`src/rtl/fetch_control.sv`:
```
// Fetch-stage sequencer: owns the PC, drives the instruction ROM address and feeds
// a 2-entry {pc, instr} queue toward decode; handles backend redirects and end-of-trace halt.
module fetch_control #(
    parameter int unsigned ADDR_WIDTH  = 12,
    parameter int unsigned INSTR_WIDTH = 32,
    parameter int unsigned TRACE_BYTES = 48
) (
    input  logic                   clk,
    input  logic                   reset,
    output logic [ADDR_WIDTH-1:0]  rom_addr,
    input  logic [INSTR_WIDTH-1:0] rom_data,
    input  logic                   redirect_valid,
    input  logic [ADDR_WIDTH-1:0]  redirect_pc,
    output logic                   out_valid,
    input  logic                   out_ready,
    output logic [ADDR_WIDTH-1:0]  out_pc,
    output logic [INSTR_WIDTH-1:0] out_instr,
    output logic                   halted
);

    typedef enum logic [0:0] {StFetch, StHalt} state_e;

    // One extra bit so a limit of exactly 2^ADDR_WIDTH is representable.
    localparam logic [ADDR_WIDTH:0] TraceLimit = TRACE_BYTES[ADDR_WIDTH:0];

    state_e                 state_q, state_d;
    logic [ADDR_WIDTH-1:0]  pc_q, pc_d;
    logic                   head_q, head_d;
    logic                   tail_q, tail_d;
    logic [1:0]             count_q, count_d;

    logic [ADDR_WIDTH-1:0]  q_pc_q    [2];
    logic [INSTR_WIDTH-1:0] q_instr_q [2];

    logic end_cond;
    logic pop;
    logic push;

    assign end_cond = (rom_data == '0) || ({1'b0, pc_q} >= TraceLimit);
    assign pop      = out_valid && out_ready;
    assign push     = (state_q == StFetch) && !redirect_valid && !end_cond &&
                      ((count_q < 2'd2) || pop);

    always_comb begin
        state_d = state_q;
        pc_d    = pc_q;
        head_d  = head_q;
        tail_d  = tail_q;
        count_d = count_q;
        if (redirect_valid) begin
            // Flush wins over any same-cycle pop or push.
            state_d = StFetch;
            pc_d    = {redirect_pc[ADDR_WIDTH-1:2], 2'b00};
            head_d  = 1'b0;
            tail_d  = 1'b0;
            count_d = 2'd0;
        end else begin
            if ((state_q == StFetch) && end_cond) begin
                state_d = StHalt;
            end
            if (push) begin
                tail_d = tail_q + 1'b1;
                pc_d   = pc_q + ADDR_WIDTH'(4);
            end
            if (pop) begin
                head_d = head_q + 1'b1;
            end
            case ({push, pop})
                2'b10:   count_d = count_q + 2'd1;
                2'b01:   count_d = count_q - 2'd1;
                default: count_d = count_q;
            endcase
        end
    end

    always_ff @(posedge clk) begin
        if (reset) begin
            state_q <= StFetch;
            pc_q    <= '0;
            head_q  <= 1'b0;
            tail_q  <= 1'b0;
            count_q <= 2'd0;
        end else begin
            state_q <= state_d;
            pc_q    <= pc_d;
            head_q  <= head_d;
            tail_q  <= tail_d;
            count_q <= count_d;
        end
    end

    // Payload storage needs no reset; outputs are masked while the queue is empty.
    always_ff @(posedge clk) begin
        if (push && !reset) begin
            q_pc_q[tail_q]    <= pc_q;
            q_instr_q[tail_q] <= rom_data;
        end
    end

    assign rom_addr  = pc_q;
    assign out_valid = (count_q != 2'd0);
    assign out_pc    = out_valid ? q_pc_q[head_q] : '0;
    assign out_instr = out_valid ? q_instr_q[head_q] : '0;
    assign halted    = (state_q == StHalt);

endmodule

```
`config.mk`:
```
export PLATFORM = sky130hd
export DESIGN_NAME = fetch_control
export DESIGN_NICKNAME = d
export VERILOG_FILES = /design/src/rtl/fetch_control.sv
export SDC_FILE = /design/constraint.sdc
export NUM_CORES = 1
export LEC_CHECK = 0
export CAP_MARGIN = 40
export CORE_MARGIN = 4
export CORE_UTILIZATION = 37
export DETAILED_ROUTE_END_ITERATION = 16
export GPL_TIMING_DRIVEN = 0
export PLACE_DENSITY = 0.64
export SYNTH_ARGS = -nofsm -noshare
export SYNTH_HDL_FRONTEND = slang
export SYNTH_SLANG_ARGS = --single-unit
```
`constraint.sdc`:
```
create_clock -name clk -period 5.65 [get_ports clk]
set_input_delay 1.4125 -clock clk [delete_from_list [all_inputs] [get_ports clk]]
set_output_delay 1.4125 -clock clk [all_outputs]
set_load 0.03 [all_outputs]
```
==> results of run 1 <==
cells in the final DEF, fill, tap and decap left out, types with 5 or more instances in the layout:
cell type        instances
nor2_1                  55
nor4_1                   5
mux2i_1                 48
clkbuf_1                 8
buf_2                    5
inv_1                    7
dfxtp_1                 16
buf_4                   11
clkdlybuf4s50_1         98
xnor2_1                  5
edfxtp_1                84
clkbuf_8                10
kinds of logic (layout without fill, tap and decap cells):
family	count (synthesis)	after routing	synth area share (%)
and+or+nand+nor	81	81	10.3
buffers and inverters	24	148	2.76
DFF	100	100	70.6
other	1	4	0.0931
AOI/OAI and AO/OA	11	11	2.14
muxes	48	48	11.9
xor gates and xnor gates	6	6	1.30
adders and majority gates	3	3	0.932
critical path, cell delays in order, from the launching register on:
cell             delay, ps
dfxtp_1                310
clkbuf_1               300
buf_2                  380
mux2i_1                120
nor2_1                 150
clkdlybuf4s50_1        700
per-layer routing:
layer  GRT usage [%]  vias up  share of wire, %
met5               0        -                 0
met3            3.29       13               5.1
met4            5.13        0               2.0
met2            23.0       65                51
li1                -     1230                 -
met1            16.7     1224                42
power groups by stage:
stage               clock network (mW)  registers (mW)  logic [mW]
floorplan                            0           0.857      0.0771
global route                     0.505           0.834       0.188
global placement                     0           0.850       0.169
CTS                              0.478           0.832       0.176
detailed placement                   0           0.848       0.175
finish                           0.466           0.831       0.173
state kept, by name, indices dropped and copies added, names as in the netlist, named ones only:
register / count
q_instr_q: 64
q_pc_q: 20
rom_addr: 10
count_q: 2
halted: 1
head_q: 1
tail_q: 1
final timing paths:
check	cells past startpoint	slack, ps	to
setup / recovery	5	1920	out_instr[29]
hold / removal	0	530	q_pc_q[1][10]
setup reg to reg	7	2980	q_instr_q[1][9]
hold reg to reg	0	530	q_pc_q[1][10]
Yosys cell counts (2+ instances only):
library cell  count
ha_1              3
nor3_1            4
buf_4             4
nor4_1            5
xnor2_1           5
dfxtp_1          16
a21oi_1           4
or2_2             2
clkbuf_1          8
mux2i_1          48
inv_1             7
nor4_2            4
o21a_1            3
buf_2             5
nor2_1           55
edfxtp_1         84
area by class of cell:
| class | count | area share (%) |
|---|---|---|
| inverter | 7 | 0.478 |
| sequential | 100 | 51.7 |
| clock inverter | 6 | 1.28 |
| multi-input combinational | 153 | 19.9 |
| tap | 136 | 3.10 |
| timing repair buffer | 108 | 19.4 |
| clock buffer | 10 | 2.51 |
| buffer | 17 | 1.55 |
==> results.md, run 1 <==
- Status: finished, final reports clean
- RSZ-0062 raised after global routing: no
- Share of the synthesized area in the top cell type: 62.6%
- Clock power frac: around a third
- Final Hold Slack: 526 ps
- CP Capture Type: output port
- Total net switching power: 349 uW
- Slew margin rel.: a little over 50%
- Hold Crit Start: rom_addr[10]
- Largest net degree at the start of global routing: 18
- Int Pwr: roughly 1.1 mW
- Post-Syn Instances: 274
- Placed cell count: 521
- ANT nets after route: 0
- Logic pwr share: between 10% and 20%
- Syn Area/Cell: ~15 um2
- Crit path DAT: 2320 ps
- DRC: 0
- Top area cells in the synthesized netlist: edfxtp_1 (63%), mux2i_1 (12%), dfxtp_1 (8.0%)
- Footprint of the multi-input gates: 0.00109 mm2
- Layout Skew: 12.7 ps
- Synth Flop Type: edfxtp_1
- Fill count: around 950
- # resized after CTS: 0
- Vias in the first global route: 2518
- Final Non-Filler Cells: about 540
- CTS root buf: clkbuf_8
- Die Width: between 100 and 150 um
- Util after Layout: 52.5%
- Final net count: approximately 450
- Initial Utilization: approximately two fifths
- Antenna violations before repair: 0
- Diode count: 0
- F_max: 268 MHz
- Required @ worst endpoint: 4240 ps
- Netlist cell types: 33
- TritonRoute pass-1 iters: 6
- Initial DRC Count: 102
- PwrDens: 268 mW/mm2
- Startpoint Class: register
- Total grt overflow: 0
- First-pass GRT wire length: 13400 um
- Routed WL per cell: 15.5 um
- Worst Max-Slew Pin Slew: approximately 740 ps
- Hold_buf cts: 0
- Clk slew on worst S/H paths: 100 ps
- Final worst slack: 1920 ps
- Crit path time final: 3730 ps
- Tot Pwr: 1.47 mW
- Post-synth EDFFs: 84
- Ratio of final minimum period to clock period: about two thirds
- CTS Buf Count: 9
- Die Y: between 100 and 150 um
- Tot GR Track Use: 13.5%
- Dpl cell area: 0.00529 mm2
- DR vias: 2532
- DP HPWL: between 6000 and 7000 um
- CTS tree: yes
- Post-synthesis sequential area ratio: between 70% and 80%
- IO Pins: 106
- Register area: 0.00284 mm2
- Final TNS setup: 0 ps
- Finished layout cell area: 0.00549 mm2
- Hold Vio Cnt, Final: 0
- Maximum vdd drop: 0.123 mV
- Asr flop ratio synth: 0%
- Max Cap Viol: 0
- Reg2Reg Launch Point: rom_addr[11]
- Switch share: 23.7%
- Sequential share of power: 56.5%
- Routed wire length: 8340 um
- Clock Tree Buf Depth: 2
- Pre-CTS WS: 1580 ps
- Yosys top cell by area: edfxtp_1
- Hold crit path type: reg -> reg
- Vias per std cell: ~4.7
- Pins over their slew limit: 0
- Layout cells sized above 1: a little under an eighth
- Clk Latency, worst-skew pair: 350 ps
- Setup repair bufs after CTS: 0
- H-tree Lvls: 3
- Synth Register Bits: 100
- Core Area: around 0.010 mm2
- Leak pwr: 1.83 nW
- Crit Path Category: reg -> out
- Num rows: 37
- GPL Wtd Cong: 0.776
- # setup viols final: 0
- Synth Cell Area: 0.00403 mm2
- Die ar.: about 0.013 mm2
- Area grow syn2layout: 36.4%
- Crit-path max FO: 10
- Ys Warns: 0
- Sink Count: 100
- IO Port Bufs: 98
Note: power is estimated with default switching activity, not from simulation.
==> inputs of run 2 (changes only) <==
==> constraint.sdc (replaced) <==
create_clock -name clk -period 3.3 [get_ports clk]
set_input_delay 0.825 -clock clk [delete_from_list [all_inputs] [get_ports clk]]
set_output_delay 0.825 -clock clk [all_outputs]
set_load 0.03 [all_outputs]
==> run 2 against run 1 <==
Via count down 1.6%. Total power up 75%. Combinational power up 72%. Non-clock buffer count down 6. Cell area up 0.30%. Register-to-register slack worse by 2000 ps. Clock-buffer cell count up 2. Global-route usage down 0.13 points. Critical path type unchanged. Critical endpoint is now out_instr[30]. Highest routed layer unchanged.
==> results.md, run 2 (synthesis results as in run 1) <==
- Routed WL per cell: 15.8 um (was 15.5 um)
- H-tree Lvls: 3 (unchanged)
- Initial DRC Count: 81 (was 102)
- Crit path DAT: 2340 ps (was 2320 ps)
- Buf/Inv on CP: 3 (unchanged)
- Placed cell count: 515 (was 521)
- Routed wire length: 8390 um (was 8340 um)
- Core Area: 0.0105 mm2 (unchanged)
- IO Port Bufs: 98 (unchanged)
- Status: finished, final reports clean (unchanged)
- Final TNS setup: 0 ps (unchanged)
- CTS tree: yes (unchanged)
- Finished layout cell area: 0.00551 mm2 (was 0.00549 mm2)
- Clk Latency, worst-skew pair: 350 ps (about the same)
- Max reg flops: 64 (unchanged)
- Commonest non-fill, non-tap cell in the layout: clkdlybuf4s50_1 (unchanged)
- CTS Buf Count: 9 (unchanged)
- Final Non-Filler Cells: 531 (was 537)
- Tot GR Track Use: 13.4% (was 13.5%)
- Tot Pwr: 2.58 mW (was 1.47 mW)
- Reg with most FFs: q_instr_q (unchanged)
- Leak pwr: 1.82 nW (was 1.83 nW)
- Util after Layout: 52.7% (was 52.5%)
- F_max: 316 MHz
- Dpl cell area: 0.00527 mm2 (was 0.00529 mm2)
- Antenna violations before repair: 0 (unchanged)
- Critical path, cell by cell: clkbuf_1, buf_2, mux2i_1, nor2_1, clkdlybuf4s50_1 (unchanged)
- Fill count: 940 (was 949)
- Die Y: 112 um (unchanged)
- Final net count: 441 (was 447)
- DR vias: 2492 (was 2532)
- Clk slew on worst S/H paths: 90 ps (was 100 ps)
- Diode count: 0 (unchanged)
- Setup repair bufs after CTS: 0 (unchanged)
- Hold Vio Cnt, Final: 0 (unchanged)
- Crit-path max FO: 10 (unchanged)
- Die ar.: 0.0126 mm2 (unchanged)
- TritonRoute pass-1 iters: 4 (was 6)
- Required @ worst endpoint: 2470 ps (was 4240 ps)
- Layout Skew: 16.8 ps (was 12.7 ps)
- Layout cells sized above 1: 10.4% (was 11.7%)
- # resized after CTS: 1 (was 0)
- Most frequent cells in the layout: clkdlybuf4s50_1 (98), edfxtp_1 (84), nor2_1 (54), mux2i_1 (48), dfxtp_1 (16) (was clkdlybuf4s50_1 (98), edfxtp_1 (84), nor2_1 (55), mux2i_1 (48), dfxtp_1 (16))
- Worst Max-Slew Pin Slew: 585 ps (was 740 ps)
- Hold crit path type: reg -> reg (unchanged)
- Ratio of final minimum period to clock period: a little over nine tenths
- CTS root buf: clkbuf_8 (unchanged)
- Crit Path Category: reg -> out (unchanged)
- GPL Wtd Cong: 0.751 (was 0.776)
- PwrDens: 467 mW/mm2 (was 268 mW/mm2)
- CP Capture Type: output port (unchanged)
- Slew margin rel.: 60.9% (was 50.4%)
- Maximum vdd drop: 0.259 mV (was 0.123 mV)
- Reg2Reg Setup Slack: 1000 ps (was 2980 ps)
- CP delay by family, top: buffers and inverters (unchanged)
- First-pass GRT wire length: 13300 um (was 13400 um)
- Die Width: 112 um (unchanged)
- Crit path time final: 3170 ps
- RSZ-0062 raised after global routing: no (unchanged)
- Vias per std cell: 4.69 (was 4.72)
- Startpoint Class: register (unchanged)
- IO Pins: 106 (unchanged)
- Pins over their slew limit: 0 (unchanged)
- Critical-path top delay cell: clkdlybuf4s50_1 (unchanged)
- Hold_buf cts: 0 (unchanged)
- Largest net degree at the start of global routing: 19 (was 18)
- # setup viols final: 0 (unchanged)
- Area grow syn2layout: 36.8% (was 36.4%)
- DRC: 0 (unchanged)
- Vias in the first global route: 2577 (was 2518)
- Total grt overflow: 0 (unchanged)
- Initial Utilization: 38.5% (unchanged)
- ANT nets after route: 0 (unchanged)
- Clock Tree Buf Depth: 2 (unchanged)
- Max Cap Viol: 0 (unchanged)
- DP HPWL: 5940 um (was 6250 um)
- Sink Count: 100 (unchanged)
- Num rows: 37 (unchanged)
- Worst path max stage delay: 690 ps (was 700 ps)
## run 2: cell types whose count changed in the layout (fill, tap and decap cells not counted), sizes merged
cell / before / now
buf: 19 / 11
clkbuf: 18 / 22
inv: 10 / 8
## run 2: power by group
| part | internal (mW) | total, mW | leakage (nW) | switching, mW |
|---|---|---|---|---|
| registers | 1.40 | 1.42 | 0.886 | 0.0216 |
| logic | 0.138 | 0.298 | 0.819 | 0.160 |
| clock network | 0.445 | 0.854 | 0.113 | 0.408 |
## run 2: per-stage QoR
stage / hold slack [ps] / worst slack, ps
after detailed placement: 500 / -187
after CTS: 533 / 47.4
after global routing: 552 / 3.28
after floorplan: 472 / -279
after global placement: 480 / -1680
final: 529 / 134
## run 2: area by class of cell
type	count	area, um2	share of cell area, %
Tap cell	136	170	3.09
Clock inverter	4	52.6	0.954
Sequential cell	100	2840	51.6
Buffer	17	90.1	1.63
Clock buffer	12	178	3.22
Inverter	7	26.3	0.477
Timing Repair Buffer	102	1040	18.9
Multi-Input combinational cell	153	1110	20.1
## run 2: worst register-to-register path, stage by stage (launching register included)
cell and delay (ps):
dfxtp_1 370, nor4_1 270, and3_1 300, o211ai_4 190, or2_2 320, ha_1 310, or3_1 350, a21oi_1 140
## run 2: layer usage
metal	track usage [%]	vias up	share of wire (%)
li1	-	1219	-
met1	17.0	1201	44
met2	23.0	63	50
met3	2.32	9	4.1
met4	5.05	0	1.5
met5	0	-	0
## run 2: path summary, 6_finish.rpt
kind,from,endpoint,depth (start not counted)
worst max register to register,rom_addr[11],count_q[1],7
worst max-delay path,register,out_instr[30],5
worst min register to register,head_q,head_q,2
worst min-delay path,head_q,head_q,2
==> inputs of run 3 (changes only) <==
--- a/config.mk
+++ b/config.mk
@@ -6,6 +6,7 @@
 export NUM_CORES = 1
 export LEC_CHECK = 0
 export CAP_MARGIN = 40
+export CORE_ASPECT_RATIO = 0.7
 export CORE_MARGIN = 4
 export CORE_UTILIZATION = 37
 export DETAILED_ROUTE_END_ITERATION = 16
==> run 3 against run 2 <==
Non-clock buffer count increased by 5. Clock-buffer cell count down 1. Via count is 1.7% higher. Global-route usage barely moved. Combinational power grew 4%. Final cell count increased by 0.19%. Register-to-register slack got worse by 220 ps. Core utilization grew 1.0 points. Flip-flop and latch count is the same. Highest routed layer unchanged. Critical path type unchanged. Sequential share of layout area down 1.0 points. Critical endpoint is now out_pc[2].
==> results.md, run 3 (synthesis results as in run 1) <==
- Status: finished, final reports clean (unchanged)
- Switch share: 22.3% (was 22.9%)
- Routed wire length: 8270 um (was 8390 um)
- Final Non-Filler Cells: 532 (was 531)
- Hold_buf cts: 0 (unchanged)
- IO Pins: 106 (unchanged)
- Area grow syn2layout: 39.6% (was 36.8%)
- Crit Path Category: reg -> out (unchanged)
- RSZ-0062 raised after global routing: no (unchanged)
- Required @ worst endpoint: 2470 ps (about the same)
- Antenna violations before repair: 0 (unchanged)
- Reg with most FFs: q_instr_q (unchanged)
- Final Hold Slack: 528 ps (was 529 ps)
- Logic pwr share: 11.2% (was 11.6%)
- Crit path DAT: 2280 ps (was 2340 ps)
- Clock power frac: 37.0% (was 33.1%)
- DP HPWL: 6140 um (was 5940 um)
- PwrDens: 490 mW/mm2 (was 467 mW/mm2)
- Die Width: 133 um (was 112 um)
- First-pass GRT wire length: 13200 um (was 13300 um)
- Reg2Reg Setup Slack: 780 ps (was 1000 ps)
- Tot Pwr: 2.76 mW (was 2.58 mW)
- Reg2Reg Launch Point: rom_addr[11] (unchanged)
- Num rows: 31 (was 37)
- Sequential share of power: 51.7% (was 55.3%)
- Max reg flops: 64 (unchanged)
- F_max: 322 MHz (was 316 MHz)
- Final net count: 446 (was 441)
- Maximum vdd drop: 0.210 mV (was 0.259 mV)
- Most frequent cells in the layout: clkdlybuf4s50_1 (98), edfxtp_1 (84), nor2_1 (54), mux2i_1 (48), dfxtp_1 (16) (unchanged)
- Vias in the first global route: 2586 (was 2577)
- Hold crit path type: reg -> reg (unchanged)
- Final worst slack: 191 ps (was 134 ps)
- Hold Vio Cnt, Final: 0 (unchanged)
- Largest net degree at the start of global routing: 18 (was 19)
- CP Capture Type: output port (unchanged)
- Pre-CTS WS: -202 ps (was -187 ps)
- Ratio of final minimum period to clock period: 94.2% (was 96.0%)
- CTS tree: yes (unchanged)
- Commonest non-fill, non-tap cell in the layout: clkdlybuf4s50_1 (unchanged)
- Total grt overflow: 0 (unchanged)
- DRC: 0 (unchanged)
- Layout Skew: 12.1 ps (was 16.8 ps)
- Hold Crit Start: head_q (unchanged)
- Util after Layout: 53.7% (was 52.7%)
- Total net switching power: 615 uW (was 590 uW)
- WHS Path Cells: 2 (unchanged)
- CTS root buf: clkbuf_16 (was clkbuf_8)
- Sink Count: 100 (unchanged)
- Reg-to-Reg End: q_instr_q[1][2] (was count_q[1])
- Vias per std cell: 4.76 (was 4.69)
- GPL Wtd Cong: 0.761 (was 0.751)
- Hold EP: head_q (unchanged)
- DR vias: 2534 (was 2492)
- R2R cell count: 7 (unchanged)
- H-tree Lvls: 3 (unchanged)
- Slew margin rel.: 61.9% (was 60.9%)
- Dpl cell area: 0.00530 mm2 (was 0.00527 mm2)
- Pins over their slew limit: 0 (unchanged)
- Clock Tree Buf Depth: 2 (unchanged)
- Final TNS setup: 0 ps (unchanged)
- TritonRoute pass-1 iters: 6 (was 4)
- Max Cap Viol: 0 (unchanged)
- Worst Max-Slew Pin Slew: 570 ps (was 585 ps)
- Clk Latency, worst-skew pair: 340 ps (was 350 ps)
- # setup viols final: 0 (unchanged)
- Core Area: 0.0105 mm2 (about the same)
- Initial Utilization: 38.5% (about the same)
- Crit path time final: 3110 ps (was 3170 ps)
- Layout cells sized above 1: 11.3% (was 10.4%)
- Placed cell count: 513 (was 515)
- Die ar.: 0.0126 mm2 (about the same)
- IO Port Bufs: 98 (unchanged)
- Initial DRC Count: 138 (was 81)
- Int Pwr: 2.14 mW (was 1.99 mW)
- Clk slew on worst S/H paths: 60 ps (was 90 ps)
- Diode count: 0 (unchanged)
- Die Y: 95.3 um (was 112 um)
- CTS Buf Count: 9 (unchanged)
- Tot GR Track Use: 13.4% (about the same)
- Startpoint Class: register (unchanged)
- Crit-path max FO: 10 (unchanged)
- Leak pwr: 1.87 nW (was 1.82 nW)
- Finished layout cell area: 0.00562 mm2 (was 0.00551 mm2)
- Routed WL per cell: 15.5 um (was 15.8 um)
- ANT nets after route: 0 (unchanged)
run 3: cell type report:
| cell class | count | area [um2] |
|---|---|---|
| Buffer | 17 | 85.1 |
| Multi-Input combinational cell | 153 | 1110 |
| Timing Repair Buffer | 107 | 1100 |
| Clock inverter | 5 | 62.6 |
| Tap cell | 132 | 165 |
| Clock buffer | 11 | 233 |
| Inverter | 7 | 26.3 |
| Sequential cell | 100 | 2840 |
| Fill cell | 879 | 4850 |
run 3: power groups by stage:
stage / sequential (mW) / combinational, mW / clock (mW)
final: 1.43 / 0.309 / 1.02
after global routing: 1.43 / 0.333 / 1.10
after CTS: 1.43 / 0.306 / 1.05
after detailed placement: 1.45 / 0.304 / 0
after global placement: 1.45 / 0.291 / 0
after floorplan: 1.47 / 0.133 / 0
run 3: how the worst max path moves through the flow:
stage | to | slack (ps) | cells after the start | start
final | out_pc[2] | 190 | 5 | register
after global routing | out_pc[2] | 30 | 5 | register
after CTS | out_pc[2] | 30 | 4 | count_q[1]
after detailed placement | count_q[1] | -200 | 8 | rom_data[0]
after global placement | q_instr_q[1][17] | -1650 | 5 | rom_data[12]
after floorplan | q_instr_q[0][0] | -280 | 4 | redirect_valid
run 3: worst max-delay path, cell delays in order (launching register included):
cell	delay [ps]
dfxtp_1	300
clkbuf_1	270
buf_2	370
mux2i_1	140
nor2_1	160
clkdlybuf4s50_1	710
run 3: metal layers:
metal,track usage (%),vias to the layer above,share of wire [%]
li1,-,1236,-
met1,18.3,1214,48
met2,20.4,82,44
met3,5.70,2,8.1
met4,2.42,0,0.22
met5,0,-,0
run 3: what timing repair did:
action / in CTS / in global routing
endpoints found under the hold margin: 0 / 0
endpoints found under the setup margin: 0 / 39
gates resized for setup: 0 / 1
setup buffers: 0 / 3
